===== config.mk =====
export PLATFORM = sky130hd
export DESIGN_NAME = sram_fifo_ctrl
export DESIGN_NICKNAME = d
export VERILOG_FILES = /design/src/rtl/sram_fifo_pkg.sv /design/src/rtl/sram_fifo_outq.sv /design/src/rtl/sram_fifo_ctrl.sv
export SDC_FILE = /design/constraint.sdc
export NUM_CORES = 1
export LEC_CHECK = 0
export ABC_AREA = 1
export BUFFER_PORTS_ARGS = -buffer_cell sky130_fd_sc_hd__buf_4
export CORE_MARGIN = 2
export CORE_UTILIZATION = 47
export DETAILED_ROUTE_END_ITERATION = 7
export GPL_TIMING_DRIVEN = 0
export MAX_ROUTING_LAYER = met4
export PLACE_DENSITY = 0.74
export SYNTH_ARGS = -nofsm -noshare
export SYNTH_HDL_FRONTEND = slang
export SYNTH_HIERARCHICAL = 1
export SYNTH_SLANG_ARGS = --single-unit

===== constraint.sdc =====
create_clock -name clock -period 2.53 [get_ports clock]
set_input_delay 0 -clock clock [delete_from_list [all_inputs] [get_ports clock]]
set_output_delay 0 -clock clock [all_outputs]
set_load 0.01 [all_outputs]

===== src/rtl/sram_fifo_pkg.sv =====
// Shared widths and word/address types for the SRAM-backed FIFO controller.
// Macro is 256x36 1R1W with one-cycle registered read latency.
package sram_fifo_pkg;
  localparam int WIDTH  = 36;
  localparam int DEPTH  = 256;
  localparam int ADDR_W = 8;
  localparam int CNT_W  = 9;

  typedef logic [WIDTH-1:0]  word_t;
  typedef logic [ADDR_W-1:0] addr_t;
endpackage


===== src/rtl/sram_fifo_outq.sv =====
// Two-entry output queue; entry 0 is always the head and holds its value when drained.
// Push lands at the clock edge; the caller guarantees a free slot at push time.
module sram_fifo_outq
  import sram_fifo_pkg::*;
(
  input  logic             clock,
  input  logic             reset,
  input  logic             push,
  input  logic [WIDTH-1:0] push_data,
  input  logic             pop,
  output logic             head_valid,
  output logic [WIDTH-1:0] head_data,
  output logic [1:0]       cnt
);
  logic [WIDTH-1:0] e0, e1;
  logic             pop_eff;
  logic             slot_hi;

  assign pop_eff    = pop & (cnt != 2'd0);
  // Push goes to entry 1 only if entry 0 will still be occupied after this edge.
  assign slot_hi    = (cnt == 2'd2) || ((cnt == 2'd1) && !pop_eff);
  assign head_valid = (cnt != 2'd0);
  assign head_data  = e0;

  always_ff @(posedge clock) begin
    if (reset) begin
      e0  <= '0;
      e1  <= '0;
      cnt <= 2'd0;
    end else begin
      if (pop_eff && (cnt == 2'd2)) e0 <= e1;
      if (push) begin
        if (slot_hi) e1 <= push_data;
        else         e0 <= push_data;
      end
      cnt <= cnt + 2'(push) - 2'(pop_eff);
    end
  end
endmodule


===== src/rtl/sram_fifo_ctrl.sv =====
// FIFO controller over an external 1R1W SRAM with a 2-entry prefetch queue; 3-cycle empty latency.
// enq_ready depends only on registered SRAM occupancy; deq side is a plain valid/ready head.
module sram_fifo_ctrl
  import sram_fifo_pkg::*;
(
  input  logic              clock,
  input  logic              reset,
  input  logic              enq_valid,
  output logic              enq_ready,
  input  logic [WIDTH-1:0]  enq_bits,
  output logic              deq_valid,
  input  logic              deq_ready,
  output logic [WIDTH-1:0]  deq_bits,
  output logic [CNT_W-1:0]  count,
  output logic [ADDR_W-1:0] sram_W0_addr,
  output logic              sram_W0_en,
  output logic [WIDTH-1:0]  sram_W0_data,
  output logic [ADDR_W-1:0] sram_R0_addr,
  output logic              sram_R0_en,
  input  logic [WIDTH-1:0]  sram_R0_data
);
  addr_t            wr_ptr, rd_ptr;
  logic [CNT_W-1:0] sram_used;
  logic             rd_inflight;
  logic [1:0]       outq_cnt;
  logic             enq_fire, deq_fire, rd_issue;
  logic [2:0]       pending;

  assign enq_ready = (sram_used != CNT_W'(DEPTH));
  assign enq_fire  = enq_valid & enq_ready & !reset;
  assign deq_fire  = deq_valid & deq_ready;

  // sram_used only reflects earlier-cycle writes, so a read never hits the address being written.
  assign pending  = {1'b0, outq_cnt} + {2'b00, rd_inflight};
  assign rd_issue = !reset && (sram_used != '0) && (pending < (3'd2 + {2'b00, deq_fire}));

  assign sram_W0_en   = enq_fire;
  assign sram_W0_addr = wr_ptr;
  assign sram_W0_data = enq_fire ? enq_bits : '0;
  assign sram_R0_en   = rd_issue;
  assign sram_R0_addr = rd_ptr;

  assign count = sram_used + CNT_W'(rd_inflight) + CNT_W'(outq_cnt);

  always_ff @(posedge clock) begin
    if (reset) begin
      wr_ptr      <= '0;
      rd_ptr      <= '0;
      sram_used   <= '0;
      rd_inflight <= 1'b0;
    end else begin
      if (enq_fire) wr_ptr <= wr_ptr + ADDR_W'(1);
      if (rd_issue) rd_ptr <= rd_ptr + ADDR_W'(1);
      sram_used   <= sram_used + CNT_W'(enq_fire) - CNT_W'(rd_issue);
      rd_inflight <= rd_issue;
    end
  end

  // Reset clears the queue, so a read returning during reset is dropped.
  sram_fifo_outq u_outq (
    .clock      (clock),
    .reset      (reset),
    .push       (rd_inflight),
    .push_data  (sram_R0_data),
    .pop        (deq_ready),
    .head_valid (deq_valid),
    .head_data  (deq_bits),
    .cnt        (outq_cnt)
  );
endmodule


# Word-level counts from Yosys, hierarchy flattened
# Cells that the tools add are included.
[word_totals] ff_bits=100 latchBits=0 ramBits=0 mem_bits_ro=0 inputBits=76 output_inout_bits=101 elab_cells=38 memories=0
[op_classes] n_addsub=10 n_mul=0 n_div=0 order_cmp=1 n_eq_ne=3 n_shift=0 muxes=4 n_bitwise=3 reduce_logical=10
[ops] op="$mux 36" count=4
[ops] op="$add 9x1->9" count=2
[ops] op="$add 8x1->8 const B" count=2
[ops] op="$add 9x2->9" count=1
[ops] op="$ne 9x9->1 const B" count=1
[ops] op="$reduce_bool 9->1" count=1
[ops] op="$sub 9x1->9" count=1
[ops] op="$logic_and 1x1->1" count=4
[ops] op="$add 2x1->3" count=1
[ops] op="$add 2x1->3 const A" count=1
[ops] op="$and 1x1->1" count=3
[ops] op="$lt 3x3->1" count=1
[ops] op="$add 2x1->2" count=1
[ops] op="$eq 2x1->1 const B" count=1
[ops] op="$eq 2x2->1 const B" count=1
[ops] op="$logic_not 1->1" count=2
[ops] op="$reduce_and 2->1" count=1
[ops] op="$reduce_bool 2->1" count=1
[ops] op="$sub 2x1->2" count=1
[ops] op="$logic_or 1x1->1" count=1

# Depth between registers and ports, before layout
[logic_depth] ltp_word=7 mapped_depth=18 mapped_depth_nobuf=17

# Modules after synthesis
# Netlist, hierarchy kept.
[modules_own_cells] mod="sram_fifo_outq" n_inst=1 cells_per_inst=485 area_each_um2=3412.0 seq_area_each_um2=1481.4
[modules_own_cells] mod="sram_fifo_ctrl" n_inst=1 cells_per_inst=346 area_each_um2=2386.0 seq_area_each_um2=520.5

# Worst setup path after synthesis
# OpenSTA, ideal clock, no wires.
[synth_timing] path_kind="register to register" startpoint="reg u_outq.cnt[1]" endpoint="reg sram_used[8]" arrival_time_ps=2521 required_time_ps=2415 path_slack_ps=-106 path_stages_with_launch=17 n_path_buf=0 synth_period_minus_slack_ps=2636 path_cell_list="dfxtp_1 inv_2 nand2_1 nand3_1 nand2_1 nand2_1 nor2_1 ha_1 inv_1 ha_1 fa_1 nand2_1 nand3_1 nand4_1 nand3_1 nand2_1 nor2_1"
[synth_via] elab_chain_cells=6 word_cells_on_any_way=7 classes_between="add/sub (3); order compare (1); bitwise (1); reduce/logical (2)"
[synth_rtl] item="start, declared" line_no="sram_fifo_outq.sv:13" source="output logic [1:0] cnt"
[synth_rtl] item="start signal, assigned" line_no="sram_fifo_outq.sv:36" source="cnt <= cnt + 2'(push) - 2'(pop_eff);"
[synth_rtl] item="$reduce_bool 2->1" line_no="sram_fifo_outq.sv:22" source="assign head_valid = (cnt != 2'd0);"
[synth_rtl] item="net deq_valid" line_no="sram_fifo_ctrl.sv:11" source="output logic deq_valid,"
[synth_rtl] item="$and 1x1->1" line_no="sram_fifo_ctrl.sv:31" source="assign deq_fire = deq_valid & deq_ready;"
[synth_rtl] item="$add 2x1->3" line_no="sram_fifo_ctrl.sv:35" source="assign rd_issue = !reset && (sram_used != '0) && (pending < (3'd2 + {2'b00, deq_fire}));"
[synth_rtl] item="$lt 3x3->1" line_no="sram_fifo_ctrl.sv:35"
[synth_rtl] item="$logic_and 1x1->1" line_no="sram_fifo_ctrl.sv:35"
[synth_rtl] item="net sram_R0_en" line_no="sram_fifo_ctrl.sv:19" source="output logic sram_R0_en,"
[synth_rtl] item="$sub 9x1->9" line_no="sram_fifo_ctrl.sv:54" source="sram_used <= sram_used + CNT_W'(enq_fire) - CNT_W'(rd_issue);"
[synth_rtl] item="end signal, assigned" line_no="sram_fifo_ctrl.sv:54"
[synth_rtl] item="end, declared" line_no="sram_fifo_ctrl.sv:23" source="logic [CNT_W-1:0] sram_used;"
# The timed path passes the listed nets, and every way through them passes these cells.
# A chain may end at the register's enable or synchronous reset.

# Worst setup path after layout
[layout_timing] startpoint="reg sram_used[6]" endpoint="reg sram_used[8]"
[layout_via] elab_chain_cells=5 word_cells_on_any_way=8 classes_between="add/sub (2); eq/ne (1); bitwise (2); reduce/logical (3)"
[layout_rtl] item="$ne 9x9->1" line_no="sram_fifo_ctrl.sv:29" source="assign enq_ready = (sram_used != CNT_W'(DEPTH));"
[layout_rtl] item="$and 1x1->1 (2 in a row)" line_no="sram_fifo_ctrl.sv:30" source="assign enq_fire = enq_valid & enq_ready & !reset;"
[layout_rtl] item="$add 9x1->9" line_no="sram_fifo_ctrl.sv:54"
[layout_rtl] item="$sub 9x1->9 (*)" line_no="sram_fifo_ctrl.sv:54"
# Every way passes the cells marked *; elsewhere a longest branch is shown, timed or not.

==> reports/qor.yml <==
muxShareOfSynthArea_pct: 0
drt-total-wl_um: 16400
most-common-layout-cells: "205 x buf_4, 201 x nor2_1, 190 x nand2_1"
cp_cell_sequence: "inv_4 > ha_4 > inv_2 > nor2_4 > nand3_4 > nand2_4 > nor2_4 > ha_4 > inv_2 > ha_4 > fa_2 > nand2_2 > nand3_2 > nand4_1 > nand3_1 > nand2_1 > nor2_1"
antenna_cells: 0
outcome: "finished, final reports clean"
ys_warn_count: 6
slew_violations: 0
reg2reg_depth: 17
nFillCells: 1001
r2r_end: "sram_used[8]"
synth.net_count: 934
grt_use_total_pct: 24.3
numCtsBuffers: 9
synth.distinct_cells: 37
cp_slowest_cell: "dfxtp_4"
area_growth_pct: 44.4
regArea_um2: 2030
gr-total-overflow: 0
p_leak_uw: 0.00414
postRouteAntennaNets: 0
synth_xor_area_share_pct: 1.51
cts_buffer_depth: 2
synth_area_per_cell_um2: 6.98
portBuffers: 176
numClockSinks: 100
drt_iter0_drc: 346
antenna_found_initial: 0
crit_arrival_ns: 2.66
routed-wl-met3_um: 1200
r2r_start: "sram_used[6]"
clk_latency_ns: 0.35
die_area_um2: 13200
yosysTopAreaCell: "dfxtp_1"
start_util_pct: 48.3
drc: 0
dr_wl_met2_um: 7950
clk_pin_slew_ns: 0.07
synth.top_cells.by_area: "dfxtp_1 35%, nor2_1 13%, nand2_1 13%, inv_1 5.3%, ha_1 5.2%"
worstHoldPathCells: 4
min_period_ns: 2.41
post-place-ws_ns: -0.220
critPathBufInv: 3
vias: 5952
die_h_um: 115
fmax_ghz: 0.415
fin_setup_tns_ns: 0
max-vdd-ir-drop_mv: 0.542
dp_hpwl_um: 11300
netlist_instances: 831
cts_root_buf: "clkbuf_16"
critPathMaxFanout: 3
mostFrequentLayoutCell: "buf_4"
setup.worst_path.start_class: "flip-flop"
rows: 40
path_class: "reg2reg"
grt_start_max_net_pins: 20
io_pins: 177
synth_seq_area_share_pct: 34.5
cts_tree: "done"
ys_ff_latch: 100
cpMostUsedCell: "ha_4"
grt_pass1_vias: 5278
wire_per_inst_um: 13.4
path_depth: 17
fin_skew_ns: 0.00711
drive_gt1_share_pct: 30.0
startpoint: "sram_used[6]"
crit_family: "adder cells"
hp-class: "in2reg"
setup_ws_ns: 0.122
powerDensity_nw_per_um2: 1030
setup_viol: 0
synth-adder-area-share_pct: 6.21
topRoutingLayerUsed: "met4"
htreeDepth: 3
synth_area_um2: 5800
drv_cap: 0
rsz0062_at_grt: "false"
crit_path_max_incr_delay_ns: 0.36
power_uw: 8640
cp.required_ns: 2.78
crit_end: "sram_used[8]"
relSlewSlack_pct: 63.3
synth_top_family_by_area: "simple AND/OR/NAND/NOR gates"
worst_pin_slew_ns: 0.551
multi_input_area_um2: 3320
viasPerCell: 4.84
drtPass1Iterations: 5
hold_start: "enq_valid"
grt_pass1_wl_um: 24700
min_period_over_period_pct: 95.2
coreArea_um2: 12000
place_congestion: 0.851
synth_top_area_share_pct: 34.5
met1_length_um: 6910
finalHoldViolations: 0
die_w_um: 115
synthSimpleGateAreaFrac_pct: 42.1
final_core_util_pct: 69.7
end_kind: "flip-flop"
r2r_setup_slack_ns: 0.12
whs_ns: 0.0235
nNetsFinal: 1182
synth_compound_area_share_pct: 4.88
[state kept, by name (all words and copies together), names as in the netlist]
signal and cells:
u_outq/e1 36, u_outq/head_data 36, sram_used 9, sram_R0_addr 8, sram_W0_addr 8, u_outq/cnt 2
rd_inflight 1
[metrics by stage]
stage | instance area (um^2) | cells
after floorplan | 5810 | 831
after global placement | 7310 | 1154
after detailed placement | 7310 | 1154
after CTS | 8090 | 1210
after global routing | 8370 | 1231
final | 8370 | 1231
[layout make-up]
type | instances | share of cell area [%]
multi-input cells | 607 | 39.7
well taps | 147 | 2.20
repair buffers | 238 | 22.4
inverters | 89 | 4.23
plain buffers | 34 | 3.20
clock inverters | 6 | 1.12
clock buffers | 10 | 2.85
flip-flops and latches | 100 | 24.3
[worst reg2reg max path, stage by stage (launching register included)]
cell and delay (ns):
dfxtp_4 0.36, inv_4 0.08, ha_4 0.13, inv_2 0.04, nor2_4 0.14, nand3_4 0.10, nand2_4 0.08, nor2_4 0.06
ha_4 0.25, inv_2 0.04, ha_4 0.15, fa_2 0.36, nand2_2 0.08, nand3_2 0.11, nand4_1 0.12, nand3_1 0.09
nand2_1 0.08, nor2_1 0.04
[cells by family after synthesis]
family / Yosys count
compound gates: 52
xor+xnor: 10
fa+ha+maj: 27
buf+inv: 124
flops: 100
simple gates: 518
[power breakdown]
group	leakage, uW	internal (uW)	total, uW	switching (uW)
Clock	0.000165	905	1540	638
Sequential	0.000825	2150	2520	377
Combinational	0.00315	2040	4570	2530
[per-layer routing]
layer  vias up  GRT usage [%]
met4         0           10.0
met1      2629           29.0
li1       3050              -
met3        28           4.48
met5         -              -
met2       245           40.5
[what timing repair did]
action	in CTS	in global routing
pin swaps	4	16
hold endpoints to repair	77	0
endpoints found under the setup margin	3	3
gates resized for setup	21	33
setup buffers	4	21
hold buffers	37	0
[worst min-delay path by stage]
stage	slack, ns	endpoint
2_1_floorplan	0.07	sram_W0_addr[1]
3_3_place_gp	0.24	u_outq/head_data[10]
3_5_place_dp	0.24	u_outq/head_data[13]
4_1_cts	0.007	sram_W0_addr[1]
5_1_grt	0.03	sram_W0_addr[1]
6_report	0.02	sram_W0_addr[1]
[synthesized netlist by cell type]
| library cell | n |
|---|---|
| nand3_1 | 32 |
| buf_8 | 3 |
| fa_1 | 3 |
| xnor2_1 | 1 |
| o21bai_1 | 2 |
| nand3_2 | 2 |
| o21ai_1 | 20 |
| inv_4 | 1 |
| inv_1 | 82 |
| buf_1 | 6 |
| nor3_1 | 1 |
| a21oi_1 | 16 |
| dfxtp_1 | 100 |
| buf_2 | 6 |
| buf_6 | 8 |
| xor2_1 | 9 |
| buf_12 | 2 |
| a21boi_4 | 1 |
| nor2_8 | 1 |
| nand2_2 | 1 |
| buf_4 | 4 |
| nor2_2 | 9 |
| nand2_4 | 2 |
| nand4_1 | 7 |
| o21ai_0 | 12 |
| nor2_4 | 22 |
| nand3_4 | 3 |
| clkbuf_2 | 2 |
| nor2_1 | 202 |
| inv_2 | 5 |
| nand2_8 | 1 |
| inv_6 | 1 |
| nand3b_1 | 39 |
| a21oi_2 | 1 |
| ha_1 | 24 |
| clkbuf_1 | 4 |
| nand2_1 | 196 |
Note: power is estimated with default switching activity, not from simulation.
